File: src/rtl/snake_body.sv
// Snake body store: shift-register of segment coordinates with length tracking,
// food consumption, self-collision detection and a registered per-row occupancy readout.
module snake_body #(
  parameter int MAX_LEN  = 16,
  parameter int INIT_LEN = 3
) (
  input  logic        clk,
  input  logic        rst,
  input  logic [3:0]  head_x,
  input  logic [3:0]  head_y,
  input  logic        step,
  input  logic [3:0]  food_x,
  input  logic [3:0]  food_y,
  input  logic        food_valid,
  input  logic [3:0]  row_sel,
  output logic [15:0] row_bits,
  output logic [4:0]  len,
  output logic        ate,
  output logic        dead
);

  logic [7:0]  seg [MAX_LEN];
  logic [7:0]  head;
  logic        eat;
  logic        accept;
  logic        hit;
  logic [4:0]  len_next;
  logic [15:0] row_next;

  assign head   = {head_x, head_y};
  assign eat    = food_valid && (head == {food_x, food_y});
  assign accept = step && !dead;

  // When not eating the tail vacates on this step, so it is excluded from the hit test.
  always_comb begin
    hit = 1'b0;
    for (int k = 0; k < MAX_LEN; k++) begin
      if (((eat && (5'(k) < len)) || ((5'(k) + 5'd1) < len)) && (seg[k] == head))
        hit = 1'b1;
    end
  end

  always_comb begin
    len_next = len;
    if (eat && (len < 5'(MAX_LEN)))
      len_next = len + 5'd1;
  end

  always_comb begin
    row_next = '0;
    for (int k = 0; k < MAX_LEN; k++) begin
      if ((5'(k) < len) && (seg[k][3:0] == row_sel))
        row_next[seg[k][7:4]] = 1'b1;
    end
  end

  always_ff @(posedge clk or posedge rst) begin
    if (rst) begin
      for (int k = 0; k < MAX_LEN; k++)
        seg[k] <= {4'd2, 4'(3 - k)};
      len      <= 5'(INIT_LEN);
      ate      <= 1'b0;
      dead     <= 1'b0;
      row_bits <= '0;
    end else begin
      row_bits <= row_next;
      ate      <= accept && eat;
      if (accept) begin
        for (int k = 1; k < MAX_LEN; k++)
          seg[k] <= seg[k-1];
        seg[0] <= head;
        len    <= len_next;
        if (hit)
          dead <= 1'b1;
      end
    end
  end

endmodule

File: config.mk
export PLATFORM = sky130hd
export DESIGN_NAME = snake_body
export DESIGN_NICKNAME = d
export VERILOG_FILES = /design/src/rtl/snake_body.sv
export SDC_FILE = /design/constraint.sdc
export NUM_CORES = 1
export LEC_CHECK = 0
export BUFFER_PORTS_ARGS = -buffer_cell sky130_fd_sc_hd__buf_2
export CORE_MARGIN = 5
export CORE_UTILIZATION = 40
export CTS_BUF_LIST = sky130_fd_sc_hd__clkbuf_8 sky130_fd_sc_hd__clkbuf_16
export DETAILED_ROUTE_END_ITERATION = 6
export PLACE_DENSITY_LB_ADDON = 0.25
export SLEW_MARGIN = 0
export SYNTH_ARGS = -nofsm -noshare
export SYNTH_HDL_FRONTEND = slang
export SYNTH_SLANG_ARGS = --single-unit
File: constraint.sdc
create_clock -name clk -period 13.45 [get_ports clk]
set_input_delay 1.345 -clock clk [delete_from_list [all_inputs] [get_ports clk]]
set_output_delay 1.345 -clock clk [all_outputs]
set_load 0.1 [all_outputs]
==> flow_summary.yaml <==
run_status:
  status: "finished clean"
yosys:
  async_flop_share: 1.00
  ys_warn_count: 0
  syn_inst: 1113
  synth_flop_cell: "dfrtp_1"
  synth-edff-count: 0
  synth_area_per_cell_sq_um: 9.63
  synth_area_sq_um: 10700
  synth_nets: 1138
  ys_types: 75
  synth_seq_area_share: 0.359
  synth-seq-cells: 151
timing:
  fmax_ghz: 0.272
  worst_slew_pin_slew_ns: 1.24
  setup_tns_ns: 0
  slew_headroom: 0.159
  rsz0062_at_grt: "no"
  skew_ns: 0.0181
  finalHoldViolCount: 0
  setup_viol: 0
  slew_viol_final: 0
  period_share: 0.274
  finalCriticalPeriod_ns: 3.68
final_layout:
  fillers: 2599
  fin_nets: 1126
  layout-drive-gt1-share: 0.249
  syn2layout_area_growth_pct: 8.55
  antenna_cells: 0
  instances_no_fill: 1455
floorplanning:
  die-area_sq_um: 30200
  rows: 60
  die_width_um: 174
  die_height_um: 174
  ios: 47
  coreArea_sq_um: 26700
  initial_core_util: 0.402
routing:
  wl_um: 41900
  drt-initial-drc-count: 909
  vias_per_cell: 6.32
  vias: 9195
  drtPass1Iterations: 5
  ant_nets: 0
  drc_errors: 0
  wl_per_cell_um: 28.8
clocking:
  holdBufCountCts: 0
  cts.sinks: 151
  cts_setup_buffers: 0
  cts_tree: "yes"
  cts-resized-gates: 0
  clk_latency_ns: 0.44
  path_clk_slew_ns: 0.07
  htree_num_levels: 4
  clockBufferDepth: 2
  cts_root_buf: "clkbuf_16"
  cts_inserted_buffers: 17
worst_hold_path:
  hold_class: "reg -> reg"
  holdPathStages: 2
  hold_start: "seg[69]"
  holdPathEnd: "seg[61]"
setup_path:
  worst_path_most_repeated_cell: "nand3_1"
  cp-start-kind: "input port"
  r2r_end: "row_bits[11]"
  r2r_setup_slack_ns: 10.12
  required_ns: 13.81
  max_stage_delay_ns: 0.70
  cp_max_fo: 16
  arrival_ns: 4.05
  crit_slowest_cell: "nor4_1"
  end_kind: "flip-flop"
  worst-r2r-cell-count: 7
  r2r_start: "len[2]"
  path_cells: "buf_2 -> xor2_1 -> nor4_1 -> o21ai_0 -> nor3b_1 -> nand3_1 -> nand3_1"
  path_class: "in -> reg"
global_route:
  antenna_found_initial: 0
  grtUsageTotal: 0.272
  grt_overflow: 0
  grt_pass1_vias: 9068
  grt_max_degree: 87
  grt_pass1_wl_um: 62100
power:
  p_leak_nw: 4.21
  powerDensity_nw_per_um2: 181
  peakVddDrop_mv: 0.104
placement:
  port_buffers: 46
  place.gp.congestion: 1.01
  dp_hpwl_um: 31000
  post-place-cells: 1423
run:
  drv_cap: 0
## power breakdown
group	internal (W)	switching, W
registers	0.000644	0.000363
clock network	0.000265	0.000227
logic	0.000309	0.000294
total	0.00122	0.000884
## sequential cells by signal, summed over array words and instances (netlist names)
signal    count
seg         128
row_bits     16
len           5
ate           1
dead          1
## layer usage
layer | track usage | wire (um) | share of wire | vias to the layer above
li1 | - | - | - | 4032
met1 | 0.377 | 18200 | 0.43 | 4649
met2 | 0.412 | 18600 | 0.44 | 398
met3 | 0.0451 | 2820 | 0.067 | 116
met4 | 0.139 | 2230 | 0.053 | 0
met5 | 0 | 0 | 0 | -
## synthesized netlist by cell type, types with 7 or more instances
cell type,count,share of area
a2111oi_0,10,0.0082
a211oi_1,7,0.0049
a21oi_1,8,0.0037
a22oi_1,13,0.0091
buf_2,14,0.0065
buf_4,17,0.012
clkbuf_1,50,0.018
dfrtp_1,101,0.24
dfstp_2,50,0.12
inv_1,14,0.0049
mux2_2,119,0.13
nand2_1,64,0.022
nand2b_1,20,0.012
nand3_1,42,0.020
nand3b_1,8,0.0056
nand4_1,51,0.030
nor2_1,64,0.022
nor2b_1,16,0.0093
nor3_1,38,0.018
nor4_1,25,0.015
nor4b_1,13,0.011
o21ai_0,29,0.014
o22ai_1,16,0.0093
o32ai_1,9,0.0074
xnor2_1,154,0.13
xor2_1,49,0.040
## kinds of logic (layout without fill, tap and decap cells)
| kind of cell | Yosys count | after routing | synth area share |
|---|---|---|---|
| fa+ha+maj | 1 | 1 | 0.00117 |
| flops | 151 | 151 | 0.359 |
| compound gates | 151 | 151 | 0.106 |
| xor+xnor | 203 | 203 | 0.166 |
| mux | 119 | 119 | 0.125 |
| buf+inv | 102 | 103 | 0.0448 |
| simple gates | 386 | 386 | 0.199 |
## layout by cell type (no fill, tap or decap), types with 6 or more instances in the layout
cell type	synthesis	layout
nand2b_1	20	20
o221ai_1	6	6
inv_1	14	14
a211oi_1	7	7
and2_1	6	6
dfstp_2	50	50
a22oi_1	13	13
xnor2_1	154	154
a311oi_1	6	6
a21oi_1	8	8
xor2_1	49	49
nand3_1	42	42
dfrtp_1	101	101
o22ai_1	16	16
mux2_2	119	119
clkbuf_16	0	17
nand4_1	51	51
nor2_1	64	64
buf_4	17	11
buf_2	14	46
o32ai_1	9	9
nor4_1	25	24
a2111oi_0	10	10
nor3_1	38	38
nor2b_1	16	15
nor4b_1	13	12
nand2_1	64	64
o21ai_0	29	29
nand3b_1	8	8
## worst max-delay path, delay by kind of cell
kind / cells / cell delay (ns)
buffers and inverters: 1 / 0.42
AO/OA/AOI/OAI: 1 / 0.44
AND/OR/NAND/NOR: 4 / 1.70
XOR/XNOR: 1 / 0.12
## worst max-delay path by stage
stage / start / to / slack, ns / depth (start not counted)
after detailed placement: row_sel[3] / row_bits[12] / 9.44 / 7
final: row_sel[3] / row_bits[14] / 9.77 / 7
after floorplan: rst / ate / 8.12 / 1
after global routing: row_sel[3] / row_bits[14] / 9.72 / 7
after CTS: row_sel[3] / row_bits[14] / 9.88 / 7
after global placement: row_sel[0] / row_bits[1] / 9.39 / 8
## area by class of cell
cell class / instances / area, sq um / share of cell area
clock buffers: 18 / 439 / 0.0378
flip-flops and latches: 151 / 3840 / 0.330
well taps: 341 / 427 / 0.0367
clock inverters: 14 / 140 / 0.0121
multi-input cells: 860 / 6410 / 0.551
repair buffers: 57 / 313 / 0.0269
inverters: 14 / 57.6 / 0.00495
## stage by stage
stage / hold WS (ns) / utilization / total power [W] / cell area [sq um] / setup WS, ns
2_1_floorplan: 0.513 / - / 0.00135 / 10700 / 8.12
3_3_place_gp: 0.571 / 0.415 / 0.00159 / 11000 / 9.39
3_5_place_dp: 0.555 / 0.415 / 0.00159 / 11000 / 9.44
4_1_cts: 0.581 / 0.436 / 0.00208 / 11600 / 9.88
5_1_grt: 0.598 / 0.436 / 0.00219 / 11600 / 9.72
6_report: 0.581 / 0.436 / 0.00210 / 11600 / 9.77
Power figures use the tool's default switching activity.
